### config.mk
export PLATFORM = sky130hd
export DESIGN_NAME = rr_mux_arbiter_flat
export DESIGN_NICKNAME = d
export VERILOG_FILES = /design/src/rtl/rr_mux_arbiter_if.sv /design/src/rtl/rr_mux_arbiter.sv /design/src/flat_wrapper.sv
export SDC_FILE = /design/constraint.sdc
export NUM_CORES = 1
export LEC_CHECK = 0
export ABC_CLOCK_PERIOD_IN_PS = 5800
export CAP_MARGIN = 20
export CORE_MARGIN = 5
export CORE_UTILIZATION = 39
export CTS_CLUSTER_DIAMETER = 200
export DETAILED_ROUTE_END_ITERATION = 8
export HOLD_SLACK_MARGIN = 0.03
export PLACE_DENSITY = 0.67
export SLEW_MARGIN = 25
export SYNTH_ARGS = -nofsm -noshare
export SYNTH_HDL_FRONTEND = slang
export SYNTH_SLANG_ARGS = --single-unit
### constraint.sdc
create_clock -name clk -period 5.8 [get_ports clk]
set_input_delay 1.45 -clock clk [delete_from_list [all_inputs] [get_ports clk]]
set_output_delay 1.45 -clock clk [all_outputs]
set_load 0.02 [all_outputs]
### src/rtl/rr_mux_arbiter_if.sv
// rr_mux_arbiter_if
// -----------------
// Bundles the producer-side and consumer-side signals of the round-robin
// mux arbiter. N = 2**SEL_WIDTH requesters.
//
// Handshake (valid/ready): the output word in dat_out/sel_out is offered while
// vld_out=1 and is transferred on the rising edge where vld_out && rdy_in.
// While vld_out=1 and rdy_in=0 the offered word and its select are held
// unchanged. Requesters get a one-cycle, one-hot gnt_out pulse in the cycle
// after their word was captured, and must drop or advance that word then.
//
// Signals:
//   req_in  [N]            per-requester pending flag         (producer -> arb)
//   dat_in  [N*DAT_WIDTH]  requester words, slice i = word i  (producer -> arb)
//   gnt_out [N]            one-hot one-cycle grant            (arb -> producer)
//   sel_out [SEL_WIDTH]    index of the most recent winner    (arb -> consumer)
//   vld_out                dat_out holds a valid word         (arb -> consumer)
//   rdy_in                 consumer accepts dat_out           (consumer -> arb)
//   dat_out [DAT_WIDTH]    registered selected word           (arb -> consumer)
//
// Modports: slave = the arbiter, master = the environment around it.
interface rr_mux_arbiter_if #(
  parameter int DAT_WIDTH = 8,
  parameter int SEL_WIDTH = 4
);
  localparam int N = 1 << SEL_WIDTH;

  logic [N-1:0]           req_in;
  logic [N*DAT_WIDTH-1:0] dat_in;
  logic [N-1:0]           gnt_out;
  logic [SEL_WIDTH-1:0]   sel_out;
  logic                   vld_out;
  logic                   rdy_in;
  logic [DAT_WIDTH-1:0]   dat_out;

  modport slave (
    input  req_in, dat_in, rdy_in,
    output gnt_out, sel_out, vld_out, dat_out
  );

  modport master (
    output req_in, dat_in, rdy_in,
    input  gnt_out, sel_out, vld_out, dat_out
  );
endinterface

### src/rtl/rr_mux_arbiter.sv
// rr_mux_arbiter
// --------------
// Round-robin arbiter and sequencer for a shared N:1 data mux
// (N = 2**SEL_WIDTH). Picks one pending requester fairly, captures its word
// into a registered output and offers it on a valid/ready port.
//
// Ports:
//   clk        clock, all state on the rising edge
//   rst        asynchronous active-high reset
//   bus        rr_mux_arbiter_if.slave (req/dat in, gnt/sel/vld/dat out, rdy in)
//   state_dbg  current FSM state (0 = IDLE, 1 = HOLD)
//
// Optional feature, macro RR_ARB_PRIO0_EN:
//   defined   - requester 0 is strict high priority whenever it is not masked;
//               a requester-0 win leaves the round-robin pointer untouched.
//   undefined - pure round-robin over all N requesters.
module rr_mux_arbiter #(
  parameter int DAT_WIDTH = 8,
  parameter int SEL_WIDTH = 4
) (
  input  logic                clk,
  input  logic                rst,
  rr_mux_arbiter_if.slave     bus,
  output logic                state_dbg
);
  localparam int N = 1 << SEL_WIDTH;

  localparam logic [0:0] ST_IDLE = 1'b0; // output register empty
  localparam logic [0:0] ST_HOLD = 1'b1; // output register full, awaiting rdy_in

  logic [0:0]           state_q, state_d;
  logic [SEL_WIDTH-1:0] ptr_q, ptr_d;
  logic [SEL_WIDTH-1:0] sel_q, sel_d;
  logic [DAT_WIDTH-1:0] dat_q, dat_d;
  logic                 vld_q, vld_d;
  logic [N-1:0]         gnt_q, gnt_d;

  logic [N-1:0]         elig;
  logic                 win_found;
  logic [SEL_WIDTH-1:0] win_idx;
  logic [SEL_WIDTH-1:0] scan_idx;
  logic [DAT_WIDTH-1:0] win_dat;
  logic                 free;

  // Arbitration. The previous winner still shows req_in high during its
  // gnt_out cycle, so it is masked out to avoid granting the same word twice.
  always_comb begin
    elig      = bus.req_in & ~gnt_q;
    win_found = 1'b0;
    win_idx   = '0;
    scan_idx  = '0;
`ifdef RR_ARB_PRIO0_EN
    if (elig[0]) begin
      win_found = 1'b1;
      win_idx   = '0;
    end
`endif
    // Scan ptr+1, ptr+2, ... ; the SEL_WIDTH-bit sum wraps modulo N, and
    // k = N lands on ptr itself as the last candidate.
    for (int k = 1; k <= N; k++) begin
      scan_idx = ptr_q + SEL_WIDTH'(k);
      if (!win_found && elig[scan_idx]) begin
        win_found = 1'b1;
        win_idx   = scan_idx;
      end
    end
  end

  // Data mux for the winning slice.
  always_comb begin
    win_dat = '0;
    for (int i = 0; i < N; i++) begin
      if (win_idx == SEL_WIDTH'(i)) begin
        win_dat = bus.dat_in[i*DAT_WIDTH +: DAT_WIDTH];
      end
    end
  end

  // The arbiter may load a new word when the output register is empty, or
  // when the held word is being accepted on this same edge.
  assign free = (state_q == ST_IDLE) || bus.rdy_in;

  always_comb begin
    state_d = state_q;
    ptr_d   = ptr_q;
    sel_d   = sel_q;
    dat_d   = dat_q;
    vld_d   = vld_q;
    gnt_d   = '0;
    if (free) begin
      if (win_found) begin
        dat_d          = win_dat;
        sel_d          = win_idx;
        vld_d          = 1'b1;
        gnt_d[win_idx] = 1'b1;
        state_d        = ST_HOLD;
`ifdef RR_ARB_PRIO0_EN
        if (win_idx != '0) begin
          ptr_d = win_idx;
        end
`else
        ptr_d = win_idx;
`endif
      end else begin
        vld_d   = 1'b0;
        state_d = ST_IDLE;
      end
    end
  end

  always_ff @(posedge clk or posedge rst) begin
    if (rst) begin
      state_q <= ST_IDLE;
      ptr_q   <= SEL_WIDTH'(N - 1); // requester 0 gets first priority
      sel_q   <= '0;
      dat_q   <= '0;
      vld_q   <= 1'b0;
      gnt_q   <= '0;
    end else begin
      state_q <= state_d;
      ptr_q   <= ptr_d;
      sel_q   <= sel_d;
      dat_q   <= dat_d;
      vld_q   <= vld_d;
      gnt_q   <= gnt_d;
    end
  end

  assign bus.gnt_out = gnt_q;
  assign bus.sel_out = sel_q;
  assign bus.vld_out = vld_q;
  assign bus.dat_out = dat_q;
  assign state_dbg   = state_q;
endmodule

### src/flat_wrapper.sv
// flat-port wrapper written by rule: the top's interface ports become plain ports
module rr_mux_arbiter_flat 
#(
  parameter int DAT_WIDTH = 8,
  parameter int SEL_WIDTH = 4
)
  (clk, rst, state_dbg, bus_req_in, bus_dat_in, bus_rdy_in, bus_gnt_out, bus_sel_out, bus_vld_out, bus_dat_out);
  rr_mux_arbiter_if #(.DAT_WIDTH(DAT_WIDTH), .SEL_WIDTH(SEL_WIDTH)) bus_i ();
  input  logic clk;
  input  logic rst;
  output logic state_dbg;
  input wire logic [$bits(bus_i.req_in)-1:0] bus_req_in;
  input wire logic [$bits(bus_i.dat_in)-1:0] bus_dat_in;
  input wire logic [$bits(bus_i.rdy_in)-1:0] bus_rdy_in;
  output wire logic [$bits(bus_i.gnt_out)-1:0] bus_gnt_out;
  output wire logic [$bits(bus_i.sel_out)-1:0] bus_sel_out;
  output wire logic [$bits(bus_i.vld_out)-1:0] bus_vld_out;
  output wire logic [$bits(bus_i.dat_out)-1:0] bus_dat_out;
  assign bus_i.req_in = bus_req_in;
  assign bus_i.dat_in = bus_dat_in;
  assign bus_i.rdy_in = bus_rdy_in;
  assign bus_gnt_out = bus_i.gnt_out;
  assign bus_sel_out = bus_i.sel_out;
  assign bus_vld_out = bus_i.vld_out;
  assign bus_dat_out = bus_i.dat_out;
  rr_mux_arbiter #(.DAT_WIDTH(DAT_WIDTH), .SEL_WIDTH(SEL_WIDTH)) u_core (.clk(clk), .rst(rst), .bus(bus_i), .state_dbg(state_dbg));
endmodule
==> results of run 1 <==
area by class of cell:
class                           count  area, µm²
Timing Repair Buffer              290       2680
Inverter                           18       70.1
Clock inverter                      3       46.3
Fill cell                        1275       5950
Tap cell                          184        230
Sequential cell                    33        831
Clock buffer                        5        125
Multi-Input combinational cell    594       4600
cells in the final DEF (no fill, tap or decap), types with 11 or more instances in the layout:
master,Yosys,routed
nand3_1,21,21
dfrtp_1,29,29
mux4_2,37,37
mux2i_1,39,39
inv_1,15,15
nor2b_1,19,19
nand2_1,79,79
nand2b_1,20,20
a211oi_1,15,15
clkdlybuf4s50_1,0,176
nor3_1,26,26
buf_4,8,109
o211ai_1,11,11
o21ai_0,28,28
a21oi_1,33,33
nor2_1,58,57
mux2_2,18,18
synth_stat cells (all sizes together), types with 5 or more instances:
master	instances
nand2	81
nor2	60
mux2i	44
buf	39
mux4	37
o21ai	35
a21oi	34
nor3	31
dfrtp	29
mux2	23
nand3	22
nand2b	20
nor2b	19
a211oi	17
inv	17
o211ai	11
nand4	10
a31oi	9
a22o	8
clkbuf	8
xnor2	8
ha	7
o221ai	7
o22ai	7
or3	7
a21boi	6
and2	6
and3	6
nor4	6
a221oi	5
o21a	5
o31ai	5
sequential cells by signal (all words and copies together) (netlist names):
register and flops:
u_core.bus.sel_out 4, u_core.bus.gnt_out 16, u_core.bus.dat_out 8, u_core.ptr_q 4, u_core.bus.vld_out 1
stage by stage:
stage	util	area, µm²	worst slack [ns]
floorplan	-	5770	0.440
global placement	0.578	8400	-0.124
detailed placement	0.578	8400	-0.167
CTS	0.590	8580	0.110
global route	0.590	8580	0.00838
finish	0.590	8580	0.160
per-layer routing:
metal,up-vias,wire length (µm),GRT usage
li1,3172,-,-
met1,3357,9860,0.348
met2,353,12900,0.506
met3,71,1660,0.0398
met4,0,1130,0.117
met5,-,0,0
cell families after synthesis:
| kind of cell | count (synthesis) |
|---|---|
| buffers and inverters | 65 |
| flip-flops | 33 |
| AND/OR/NAND/NOR | 278 |
| adder cells (fa/ha/maj) | 7 |
| XOR/XNOR | 11 |
| AO/OA/AOI/OAI | 194 |
| multiplexers | 104 |
path summary, 6_finish.rpt:
check | startpoint | to | cells after the start
hold / removal | u_core.bus.sel_out[0] | u_core.bus.sel_out[0] | 1
setup reg to reg | u_core.ptr_q[2] | u_core.bus.dat_out[7] | 16
hold reg to reg | u_core.bus.sel_out[0] | u_core.bus.sel_out[0] | 1
min in group asynchronous | rst | u_core.bus.sel_out[0] | 3
setup / recovery | bus_req_in[11] | u_core.bus.dat_out[7] | 14
max in group asynchronous | rst | u_core.ptr_q[1] | 3
worst register-to-register path, delay by kind of cell (launching register included):
kind,cells,cell delay (ns)
simple gates,6,1.76
compound gates,4,0.97
buf+inv,4,0.90
flops,1,0.76
mux,1,0.56
fa+ha+maj,1,0.37
==> run metrics, run 1 <==
status complete, no violations; Worst-path clk slew about 0.06 ns; final non-filler cell total between 1000 and 1500; max_slew headroom 0.506; FF+latch count, synth 33; maxcap violations 0; DRC marker count from the first detailed-route iteration 513; vias per cell 6.17; CTS Sinks 33; die height about 130 µm; DP HPWL 21.4 mm; crit path DAT 5.80 ns; setup bufs post-CTS 0; dpl cells 1119; CTS Buffer Depth 2; fin crit share 0.972; Hold Path Class reg2reg; Die Area 17300 µm²; Worst R2R Setup Slack roughly 0.37 ns; largest net degree at the start of global routing 34; Top FF cell, synth dfrtp_1; FP Rows between 40 and 50; first-pass GRT wire length around 40 mm; WL final around 26 mm; post-route DRC violation count 0; Nets around 1100; Initial Utilization 0.397; CTS tree yes; Final Hold Vio Count 0; Crit. End Element flip-flop; WHS 0.499 ns; Area Overhead vs Synth 48.8%; worst slew pin tran 0.721 ns; Synth Area in Adders 0.0152; Clock Latency Late Sink about 0.29 ns; Buf+Inv Stages, Crit Path 2; fin crit period between 5 and 6 ns; Final ANT Viol Nets 0; n_diodes 0; gr ovfl total 0; DR pass1 iterations 5; XOR/XNOR Fraction of Synth Area 0.0219; asr flop ratio synth 1.00; Worst Path Required 5.96 ns; GRT Util Overall 0.286; post-synthesis sequential area ratio 0.144; largest cells by area after synthesis mux4_2 (14%), dfrtp_1 (13%), mux2i_1 (6.8%); skew final ~0.0056 ns; Final Max Slew Viols 0; io pins 177; multiplexer share of the synthesized area 0.269; synth unique cells 91; antenna violations before repair 0; clock root buffer clkbuf_16; average size of a mapped cell between 8 and 9 µm²; largest area contributor in the netlist mux4_2; CP delay by family, top simple AND/OR/NAND/NOR gates; synthesized instance count about 690; total core area roughly 15000 µm²; CTS Hold Bufs 0; input/output buffers 176; sum of negative setup slack 0 ns; post-synth top area share 0.144; Critical-path top delay cell mux4_2; CTS Buf Count 5; layout cells sized above 1 0.229; kind of critical path in2reg; GP Congestion about 0.96; RSZ-0062 raised after global routing no; Synth Area in Compound Gates 0.243; vias in the first global route ~7300; # setup viols final 0; via count just under 7000; number of synthesized flops with an enable pin 0; post-synthesis simple-gate area fraction 0.247; CTS resizes 0; wire length per cell 22.7 µm; critical path startpoint category primary input; CP max FO 8; Max H-tree Level 2; max frequency roughly 180 MHz; syn nets between 800 and 900; cells along the critical path clkdlybuf4s50_1 -> nor2b_1 -> mux4_2 -> a22o_1 -> or3_1 -> nor4b_2 -> and3_1 -> nand4_1 -> a22o_2 -> nor3_4 -> inv_1 -> o311a_1 -> a21oi_1 -> o21ai_1; largest family of logic cells by synthesized area multiplexers; Synth warnings 0; die width between 100 and 150 µm; Crit path largest cell delay between 0.5 and 0.6 ns; synthesized cell area between 5000 and 6000 µm²
Power of run 1 is not shown: default switching activity piles up to over one toggle a cycle in this logic, so the estimate is an artifact.
==> run 2, diff against run 1 <==
--- a/config.mk
+++ b/config.mk
@@ -13,6 +13,7 @@
 export DETAILED_ROUTE_END_ITERATION = 8
 export HOLD_SLACK_MARGIN = 0.03
 export PLACE_DENSITY = 0.67
+export RECOVER_POWER = 50
 export SLEW_MARGIN = 25
 export SYNTH_ARGS = -nofsm -noshare
 export SYNTH_HDL_FRONTEND = slang
==> run metrics, run 2 (synthesis gave the netlist of run 1 again) <==
Largest register FFs 16; Final Max Slew Viols 34; Final ANT Viol Nets 0; maxcap violations 1; CTS Hold Bufs 0; antenna violations before repair 0; Final Hold Vio Count 0; FP Rows 44; die width 132 µm; wl on met1 about 10 mm; WL final roughly 26 mm; RSZ-0062 raised after global routing no; post-route DRC violation count 0; GRT Util Overall 0.286; first-pass GRT wire length roughly 40 mm; die height between 100 and 150 µm; # setup viols final 0; Die Area ~17000 µm²; via count ~7000; DP HPWL between 20 and 25 mm; uppermost routed layer met4; Area Overhead vs Synth 48.7%; n_diodes 0; gr ovfl total 0; met2 wire length around 13 mm; kind of critical path in2reg; CP delay by family, top simple AND/OR/NAND/NOR gates; Hold Path Class reg2reg; Max H-tree Level 2; Routed met3 length around 1.8 mm; skew final ~0.0061 ns; Worst Path Required approximately 6 ns; violated checks capacitance limit, slew limit; total core area ~15000 µm²; CTS tree yes; critical path startpoint category primary input; vias per cell around 6.2; CP max FO 8; Worst-path clk slew 0.06 ns; Critical-path top delay cell mux4_2; Clock Latency Late Sink between 0.2 and 0.3 ns; DRC marker count from the first detailed-route iteration 586; Nets approximately 1100; crit path DAT slightly below 6 ns; Crit. End Element flip-flop; largest net degree at the start of global routing 34; CTS Buf Count 5; status complete, but fails checks; vias in the first global route 7266; cells along the critical path clkdlybuf4s50_1 -> nor2b_1 -> mux4_2 -> a22o_1 -> or3_1 -> nor4b_2 -> and3_1 -> nand4_1 -> a22o_2 -> nor3_4 -> inv_1 -> o311a_1 -> a21oi_1 -> o21ai_1; max frequency 178 MHz; most frequent cells in the layout clkdlybuf4s50_1 (161), buf_4 (108), nand2_1 (79); clock root buffer clkbuf_16; Initial Utilization 0.397; fin crit share 0.970; io pins ~180; fin crit period between 5 and 6 ns; worst slew pin tran approximately 1.9 ns; wire length per cell between 20 and 25 µm; Crit path largest cell delay roughly 0.53 ns; DR pass1 iterations 6; Worst R2R Setup Slack 0.37 ns; max_slew headroom -0.234; GP Congestion just under 1; commonest non-fill, non-tap cell in the layout clkdlybuf4s50_1; layout cells sized above 1 0.228; Buf+Inv Stages, Crit Path 2; CTS Buffer Depth 2; input/output buffers 176; CTS Sinks 33; sum of negative setup slack 0 ns
-- run 2: cell count changes in the layout (fill, tap and decap cells not counted) --
cell / delta
clkbuf_1: +1
buf_4: -1
dlygate4sd3_1: +15
clkdlybuf4s50_1: -15
-- run 2: worst reg2reg max path: cells and delay by family (launching register included) --
| kind | cells | cell delay (ns) |
|---|---|---|
| multiplexers | 1 | 0.56 |
| AO/OA/AOI/OAI | 4 | 0.97 |
| AND/OR/NAND/NOR | 6 | 1.74 |
| adder cells (fa/ha/maj) | 1 | 0.37 |
| buffers and inverters | 4 | 0.90 |
| flip-flops | 1 | 0.76 |
-- run 2: path summary, 6_finish.rpt --
check,from,end,cells after the start
worst max register to register,u_core.ptr_q[2],u_core.bus.dat_out[7],16
min in group asynchronous,rst,u_core.bus.sel_out[0],3
worst min-delay path,u_core.bus.sel_out[0],u_core.bus.sel_out[0],1
worst max-delay path,bus_req_in[14],u_core.bus.dat_out[7],14
max in group asynchronous,rst,u_core.bus.vld_out,3
worst min register to register,u_core.bus.sel_out[0],u_core.bus.sel_out[0],1
-- run 2: cell type report --
cell class	instances	area, µm²
fill	1275	5960
multi-input combinational	594	4600
timing repair buffer	290	2680
sequential	33	831
tap	184	230
clock buffer	5	125
inverter	18	70.1
clock inverter	3	46.3
-- run 2: metal layers --
| layer | GRT usage | vias up |
|---|---|---|
| met1 | 0.348 | 3343 |
| met2 | 0.506 | 387 |
| met5 | 0 | - |
| met4 | 0.117 | 0 |
| met3 | 0.0398 | 71 |
| li1 | - | 3174 |
-- run 2: timing repair --
item / CTS / global route
gates resized for setup: 0 / 1
setup buffers: 0 / 0
endpoints found under the setup margin: 0 / 1
-- run 2: stage by stage --
step,hold slack [ns],worst slack (ns),util,instances,instance area (µm²)
after floorplan,0.590,0.440,-,692,5770
after global placement,0.481,-0.124,0.578,1119,8400
after detailed placement,0.488,-0.167,0.578,1119,8400
after CTS,0.512,0.110,0.590,1127,8580
after global routing,0.537,0.00838,0.590,1127,8580
final,0.494,0.176,0.590,1127,8580
Power of run 2 is left out for the same reason.
==> run 3, diff against run 2 <==
==> constraint.sdc (replaced) <==
create_clock -name clk -period 5.8 [get_ports clk]
set_input_delay 0.58 -clock clk [delete_from_list [all_inputs] [get_ports clk]]
set_output_delay 0.58 -clock clk [all_outputs]
set_load 0.02 [all_outputs]
==> run metrics, run 3 (synthesis gave the netlist of run 1 again) <==
status complete, but fails checks; violated checks capacitance limit, slew limit; DP HPWL between 20 and 25 mm; via count a little under 7000; setup bufs post-CTS 0; clock root buffer clkbuf_16; gr ovfl total 0; layout cells sized above 1 0.159; die height between 100 and 150 µm; critical path startpoint category flip-flop; vias per cell roughly 6.4; post-route DRC violation count 0; Clock Latency Late Sink 0.29 ns; CTS resizes 0; total core area 14500 µm²; fin crit period 5.36 ns; DRC marker count from the first detailed-route iteration between 700 and 800; DR pass1 iterations 5; max_slew headroom -0.281; GRT Util Overall 0.276; CTS tree yes; maxcap violations 1; wire length per cell about 24 µm; CTS Buf Count 5; # setup viols final 0; crit path DAT ~5.5 ns; Initial Utilization 0.397; Final Max Slew Viols 34; CTS Buffer Depth 2; Die Area 17300 µm²; RSZ-0062 raised after global routing no; Hold Path Class reg2reg; final core occ 0.548; WL final 24.8 mm; largest net degree at the start of global routing 37; max frequency approximately 190 MHz; Worst Path Required between 5 and 6 ns; most frequent cells in the layout clkdlybuf4s50_1 (160), nand2_1 (79), nor2_1 (57); Worst-path clk slew 0.07 ns; FP Rows 44; die width 132 µm; fin crit share 0.924; skew final 0.0120 ns; GP Congestion 0.970; CTS Sinks 33; CTS Hold Bufs 0; Largest register FFs 16; kind of critical path reg2reg; Fillers approximately 1400; Final ANT Viol Nets 0; Area Overhead vs Synth 38.1%; worst slew pin tran between 1.5 and 2 ns; io pins 177; n_diodes 0; CP max FO 27; Worst R2R Setup Slack about 0.44 ns; Crit. End Element flip-flop; first-pass GRT wire length approximately 39 mm; Nets slightly above 1000; vias in the first global route 7056; sum of negative setup slack 0 ns; Max H-tree Level 2; input/output buffers 176; Final Hold Vio Count 0; commonest non-fill, non-tap cell in the layout clkdlybuf4s50_1; antenna violations before repair 0
==> run 3: cell count changes in the layout (fill, tap and decap cells not counted), sizes merged <==
| cell | change |
|---|---|
| clkdlybuf4s50 | -1 |
| dlygate4sd3 | +1 |
| buf | -76 |
==> run 3: path summary, 6_finish.rpt <==
check | start | end | cells after the start
min in group asynchronous | rst | u_core.bus.gnt_out[8] | 3
min reg2reg | u_core.bus.sel_out[0] | u_core.bus.sel_out[0] | 1
max reg2reg | u_core.ptr_q[0] | u_core.bus.dat_out[6] | 16
max | u_core.ptr_q[0] | u_core.bus.dat_out[6] | 16
max in group asynchronous | rst | u_core.bus.vld_out | 3
min | u_core.bus.sel_out[0] | u_core.bus.sel_out[0] | 1
==> run 3: final cells by class <==
| type | count | area (µm²) | area share |
|---|---|---|---|
| clock buffers | 5 | 125 | 0.0157 |
| clock inverters | 3 | 46.3 | 0.00581 |
| inverters | 18 | 70.1 | 0.00880 |
| multi-input cells | 594 | 4590 | 0.577 |
| flip-flops and latches | 33 | 831 | 0.104 |
| well taps | 184 | 230 | 0.0289 |
| repair buffers | 214 | 2070 | 0.260 |
==> run 3: stage by stage <==
stage          hold WS (ns)  std cells  area, µm²  worst slack, ns
2_1_floorplan         0.590        692       5770            0.440
3_3_place_gp          0.480       1043       7800            0.626
3_5_place_dp          0.492       1043       7800            0.505
4_1_cts               0.509       1051       7970            0.516
5_1_grt               0.529       1051       7960            0.118
6_report              0.499       1051       7960            0.442
==> run 3: worst max-delay path, cell delays in order, from the launching register on <==
cell and delay [ns]:
dfstp_2 0.54, buf_4 0.37, inv_4 0.05, buf_4 0.25, mux4_2 0.53, a22o_1 0.29
nor3_1 0.60, o21a_1 0.22, o21ai_0 0.08, a221oi_1 0.56, a21oi_1 0.24, nor2_2 0.54
buf_12 0.24, nand2_1 0.08, a31oi_1 0.28, o221ai_1 0.19, o211a_1 0.16
==> run 3: metal layers <==
metal	vias to the layer above	global-route usage	wire (µm)
met5	-	0	0
met4	0	0.109	1060
met3	82	0.0528	2240
met2	430	0.476	12100
met1	3228	0.341	9430
li1	3037	-	-
Power of run 3 is left out for the same reason.
